[src/rtl/mem_stage_if.sv]
// mem_stage_if: data-memory port between the memory stage (master) and the memory (slave)
interface mem_stage_if #(parameter int ADDR_W = 17);
    logic              mem_req;
    logic              mem_we;
    logic [ADDR_W-1:0] mem_addr;
    logic [31:0]       mem_wdata;
    logic              mem_ready;
    logic              mem_rvalid;
    logic [31:0]       mem_rdata;
    modport master (output mem_req, mem_we, mem_addr, mem_wdata, input mem_ready, mem_rvalid, mem_rdata);
    modport slave  (input mem_req, mem_we, mem_addr, mem_wdata, output mem_ready, mem_rvalid, mem_rdata);
endinterface

[src/rtl/mem_stage.sv]
// mem_stage: latches ALU results, runs one load/store on the data-memory port and produces writeback
module mem_stage #(parameter int ADDR_W = 17) (
    input  logic             clk,
    input  logic             rst,
    input  logic             n_stall,
    input  logic             ex_valid,
    input  logic             ex_load,
    input  logic             ex_store,
    input  logic             ex_wen,
    input  logic [5:0]       ex_rd,
    input  logic [31:0]      ex_res,
    input  logic [31:0]      ex_sdata,
    mem_stage_if.master      mem,
    output logic             mem_nstall,
    output logic [31:0]      mem_fwd,
    output logic             wb_we,
    output logic [5:0]       wb_rd,
    output logic [31:0]      wb_data
);
    localparam logic [1:0] IDLE = 2'd0, REQ = 2'd1, WAIT = 2'd2, DONE = 2'd3;
    logic [1:0]  state;
    logic        s_valid, s_load, s_store, s_wen;
    logic [5:0]  s_rd;
    logic [31:0] s_res, s_sdata, ldata;
    always_comb begin
        mem_nstall    = (state == IDLE) | (state == DONE);
        mem_fwd       = s_load ? ldata : s_res;
        mem.mem_req   = state == REQ;
        mem.mem_we    = (state == REQ) & s_store;
        mem.mem_addr  = s_res[ADDR_W+1:2];
        mem.mem_wdata = s_sdata;
    end
    always_ff @(posedge clk) begin
        if (rst) begin
            state   <= IDLE;
            s_valid <= 1'b0;
            s_load  <= 1'b0;
            s_store <= 1'b0;
            s_wen   <= 1'b0;
            s_rd    <= '0;
            s_res   <= '0;
            s_sdata <= '0;
            ldata   <= '0;
            wb_we   <= 1'b0;
            wb_rd   <= '0;
            wb_data <= '0;
        end else if (n_stall) begin
            state   <= (ex_valid & (ex_load | ex_store)) ? REQ : IDLE;
            s_valid <= ex_valid;
            s_load  <= ex_load;
            s_store <= ex_store;
            s_wen   <= ex_wen;
            s_rd    <= ex_rd;
            s_res   <= ex_res;
            s_sdata <= ex_sdata;
            wb_we   <= s_valid & s_wen & ~s_store & mem_nstall;
            wb_rd   <= s_rd;
            wb_data <= mem_fwd;
        end else begin
            // rvalid outside REQ-with-ready or WAIT is stale and never captured
            case (state)
                REQ: if (mem.mem_ready) begin
                    if (s_store) state <= DONE;
                    else if (mem.mem_rvalid) begin
                        ldata <= mem.mem_rdata;
                        state <= DONE;
                    end else state <= WAIT;
                end
                WAIT: if (mem.mem_rvalid) begin
                    ldata <= mem.mem_rdata;
                    state <= DONE;
                end
                default: ;
            endcase
        end
    end
endmodule

[src/flat_wrapper.sv]
// flat-port wrapper written by rule: the top's interface ports become plain ports
module mem_stage_flat 
#(parameter int ADDR_W = 17)
  (clk, rst, n_stall, ex_valid, ex_load, ex_store, ex_wen, ex_rd, ex_res, ex_sdata, mem_nstall, mem_fwd, wb_we, wb_rd, wb_data, mem_mem_req, mem_mem_we, mem_mem_addr, mem_mem_wdata, mem_mem_ready, mem_mem_rvalid, mem_mem_rdata);
  mem_stage_if #(.ADDR_W(ADDR_W)) mem_i ();
  input  logic clk;
  input  logic rst;
  input  logic n_stall;
  input  logic ex_valid;
  input  logic ex_load;
  input  logic ex_store;
  input  logic ex_wen;
  input  logic [5:0] ex_rd;
  input  logic [31:0] ex_res;
  input  logic [31:0] ex_sdata;
  output logic mem_nstall;
  output logic [31:0] mem_fwd;
  output logic wb_we;
  output logic [5:0] wb_rd;
  output logic [31:0] wb_data;
  output wire logic [$bits(mem_i.mem_req)-1:0] mem_mem_req;
  output wire logic [$bits(mem_i.mem_we)-1:0] mem_mem_we;
  output wire logic [$bits(mem_i.mem_addr)-1:0] mem_mem_addr;
  output wire logic [$bits(mem_i.mem_wdata)-1:0] mem_mem_wdata;
  input wire logic [$bits(mem_i.mem_ready)-1:0] mem_mem_ready;
  input wire logic [$bits(mem_i.mem_rvalid)-1:0] mem_mem_rvalid;
  input wire logic [$bits(mem_i.mem_rdata)-1:0] mem_mem_rdata;
  assign mem_mem_req = mem_i.mem_req;
  assign mem_mem_we = mem_i.mem_we;
  assign mem_mem_addr = mem_i.mem_addr;
  assign mem_mem_wdata = mem_i.mem_wdata;
  assign mem_i.mem_ready = mem_mem_ready;
  assign mem_i.mem_rvalid = mem_mem_rvalid;
  assign mem_i.mem_rdata = mem_mem_rdata;
  mem_stage #(.ADDR_W(ADDR_W)) u_core (.clk(clk), .rst(rst), .n_stall(n_stall), .ex_valid(ex_valid), .ex_load(ex_load), .ex_store(ex_store), .ex_wen(ex_wen), .ex_rd(ex_rd), .ex_res(ex_res), .ex_sdata(ex_sdata), .mem(mem_i), .mem_nstall(mem_nstall), .mem_fwd(mem_fwd), .wb_we(wb_we), .wb_rd(wb_rd), .wb_data(wb_data));
endmodule
[config.mk]
export PLATFORM = sky130hd
export DESIGN_NAME = mem_stage_flat
export DESIGN_NICKNAME = d
export VERILOG_FILES = /design/src/rtl/mem_stage_if.sv /design/src/rtl/mem_stage.sv /design/src/flat_wrapper.sv
export SDC_FILE = /design/constraint.sdc
export NUM_CORES = 1
export LEC_CHECK = 0
export BUFFER_PORTS_ARGS = -buffer_cell sky130_fd_sc_hd__buf_2
export CAP_MARGIN = 40
export CORE_UTILIZATION = 44
export CTS_BUF_LIST = sky130_fd_sc_hd__clkbuf_16
export CTS_CLUSTER_DIAMETER = 30
export DETAILED_ROUTE_END_ITERATION = 8
export GPL_TIMING_DRIVEN = 0
export PLACE_DENSITY_LB_ADDON = 0.12
export SYNTH_ARGS = -nofsm -noshare
export SYNTH_HDL_FRONTEND = slang
export SYNTH_SLANG_ARGS = --single-unit
[constraint.sdc]
create_clock -name clk -period 1.3 [get_ports clk]
set_input_delay 0.065 -clock clk [delete_from_list [all_inputs] [get_ports clk]]
set_output_delay 0.065 -clock clk [all_outputs]
set_load 0.03 [all_outputs]
==> impl_metrics.ini <==
[synth]
syn-num-nets = 706
synth_warnings = 0
synth_area_per_cell_um2 = 10.4
synth_edf_count = 0
synthesis.area_um2 = 6180
async_flop_share = 0
ys_ff_latch = 147
synth_cell_types = 25
synth-main-ff-cell = dfxtp_1
synth.yosys.seq_area_share = 0.476
synthCells = 592

[sta]
slew_headroom = 0.610
clock_skew_ns = 0.00664
grt_setup_unrepaired = true
fin_crit_sh = 1.23
hold_viol_final = 0
clock.fmax_mhz = 628
fin_crit_ns = 1.59
worst_pin_slew_ns = 0.584
finalSetupViolations = 73
drv_slew = 0
setup_ws_ns = -0.293

[placement]
numPortBuffers = 231
dp.cells = 999
place_area_um2 = 7660
dp_hpwl_um = 12300
gp_congestion = 0.764

[global_route]
first_global_vias = 6176
grt_pass1_wl_um = 30700
grt_overflow = 0
antenna_found_initial = 1
track_usage = 0.271
grt_max_degree = 17

[floorplanning]
fp.dieArea_um2 = 14500
die_width_um = 121
fp.dieH_um = 121
core-area_um2 = 13500
initial_core_util = 0.459
rows = 42
pin_count = 234

[worst_setup_path]
critPathKind = reg -> out
crit_path_max_fanout = 10
cp-start-kind = register
required_ns = 1.24
endpoint_kind = output port
reg2regPathDepth = 7
arrival_ns = 1.53

[finish]
syn2layout_area_growth_pct = 64.7
fillers = 954
stdcell_area_um2 = 10200
final_common_cell = buf_2
final_cell_mix = buf_2 (209), dfxtp_1 (144), nor2_1 (114)
drive_gt1_frac = 0.426
nets = 1080
finalNonFillerCells = 1155

[routing]
wire_per_inst_um = 16.8
num_vias = 5888
drt_first_pass_iters = 4
drc = 0
vias_per_cell = 5.10
drt_iter0_drc = 233
wl_um = 19500
ant_nets = 0

[power_and_ir_drop]
power.density_nw_per_um2 = 1200
ir_drop_uv = 902
leakage_nw = 4.76

[cts]
cts_buffer_depth = 2
cts_max_level = 4
cts_buffers = 17
clkTransAtPathRegs_ns = 0.06
cts.sinks = 147
clock_latency_ns = 0.42
cts_tree = built
cts-root-buf = clkbuf_16

[run_status]
status = finished, violations left
violations = setup timing

[hold_path]
min_path_cells = 2
hold_path_class = in -> reg

[job]
timing.max_cap.violations = 0
## final timing paths
| kind | start | to | slack, ns |
|---|---|---|---|
| setup / recovery | u_core.s_load | mem_fwd[20] | -0.29 |
| hold / removal | rst | u_core.s_store | 0.06 |
| setup reg to reg | u_core.state[1] | u_core.ldata[18] | -0.20 |
| hold reg to reg | u_core.ldata[1] | u_core.ldata[1] | 0.48 |
## metal layers
metal | global-route usage | share of wire | vias up
met1 | 0.309 | 0.42 | 2827
met5 | 0 | 0 | -
met3 | 0.0561 | 0.051 | 38
met4 | 0.122 | 0.026 | 0
met2 | 0.486 | 0.51 | 207
li1 | - | - | 2816
## final cells by class
type | count | area [µm²] | share of cell area
Antenna cell | 1 | 2.50 | 0.000246
Buffer | 69 | 576 | 0.0566
Clock buffer | 17 | 425 | 0.0418
Clock inverter | 14 | 171 | 0.0168
Inverter | 3 | 16.3 | 0.00160
Multi-Input combinational cell | 373 | 3140 | 0.309
Sequential cell | 147 | 2950 | 0.290
Tap cell | 176 | 220 | 0.0216
Timing Repair Buffer | 355 | 2670 | 0.263
## power by group
group          internal (mW)  switching (mW)  leakage [nW]
clock                   3.16            1.86         0.301
sequential              4.70           0.128          1.20
combinational           1.13            1.21          3.26
## stage by stage
step	power, mW	worst slack (ns)	utilization	setup TNS [ns]	hold slack [ns]
after floorplan	6.11	-0.0280	-	-0.839	0.212
after global placement	6.61	-0.185	0.569	-4.66	0.299
after detailed placement	6.66	-0.270	0.569	-6.59	0.308
after CTS	12.2	-0.308	0.747	-14.68	0.0268
after global routing	12.6	-0.334	0.757	-18.12	0.0773
final	12.2	-0.293	0.757	-14.57	0.0596
## sequential cells by signal, summed over array words and instances (netlist names)
name / cells
u_core.s_valid: 1
u_core.ldata: 32
u_core.wb_we: 1
u_core.wb_rd: 6
u_core.state: 2
u_core.s_load: 1
u_core.s_wen: 1
u_core.s_res: 32
u_core.s_rd: 6
u_core.mem.mem_wdata: 32
u_core.s_store: 1
u_core.wb_data: 32
## logic make-up after synthesis
kind of cell    Yosys count  share of synthesized area
compound gates           69                     0.0701
fa+ha+maj                 3                    0.00607
buf+inv                  72                     0.0800
flops                   147                      0.476
mux                     148                      0.258
simple gates            153                      0.110
## critical path, stage by stage (launching register included)
cell	delay (ns)
dfxtp_2	0.34
buf_12	0.14
buf_12	0.15
mux2_4	0.33
buf_6	0.15
## Yosys cell counts (2+ instances only)
library cell,count,share of area
a21oi_1,34,0.028
buf_2,20,0.016
buf_4,17,0.021
buf_6,18,0.033
clkbuf_1,14,0.0085
dfxtp_1,147,0.48
ha_1,3,0.0061
inv_1,2,0.0012
mux2_2,16,0.029
mux2_4,18,0.044
mux2i_1,113,0.18
nand2_1,2,0.0012
nand4_1,32,0.032
nor2_1,114,0.069
o31ai_1,32,0.039
## what timing repair did
item / 4_1_cts / 5_1_grt
resized for setup: 147 / 24
gates cloned: 6 / 1
pin swaps: 30 / 32
hold buffers: 106 / 0
endpoints found under the setup margin: 86 / 91
setup buffers: 11 / 0
endpoints found under the hold margin: 107 / 0
Power figures use the tool's default switching activity.
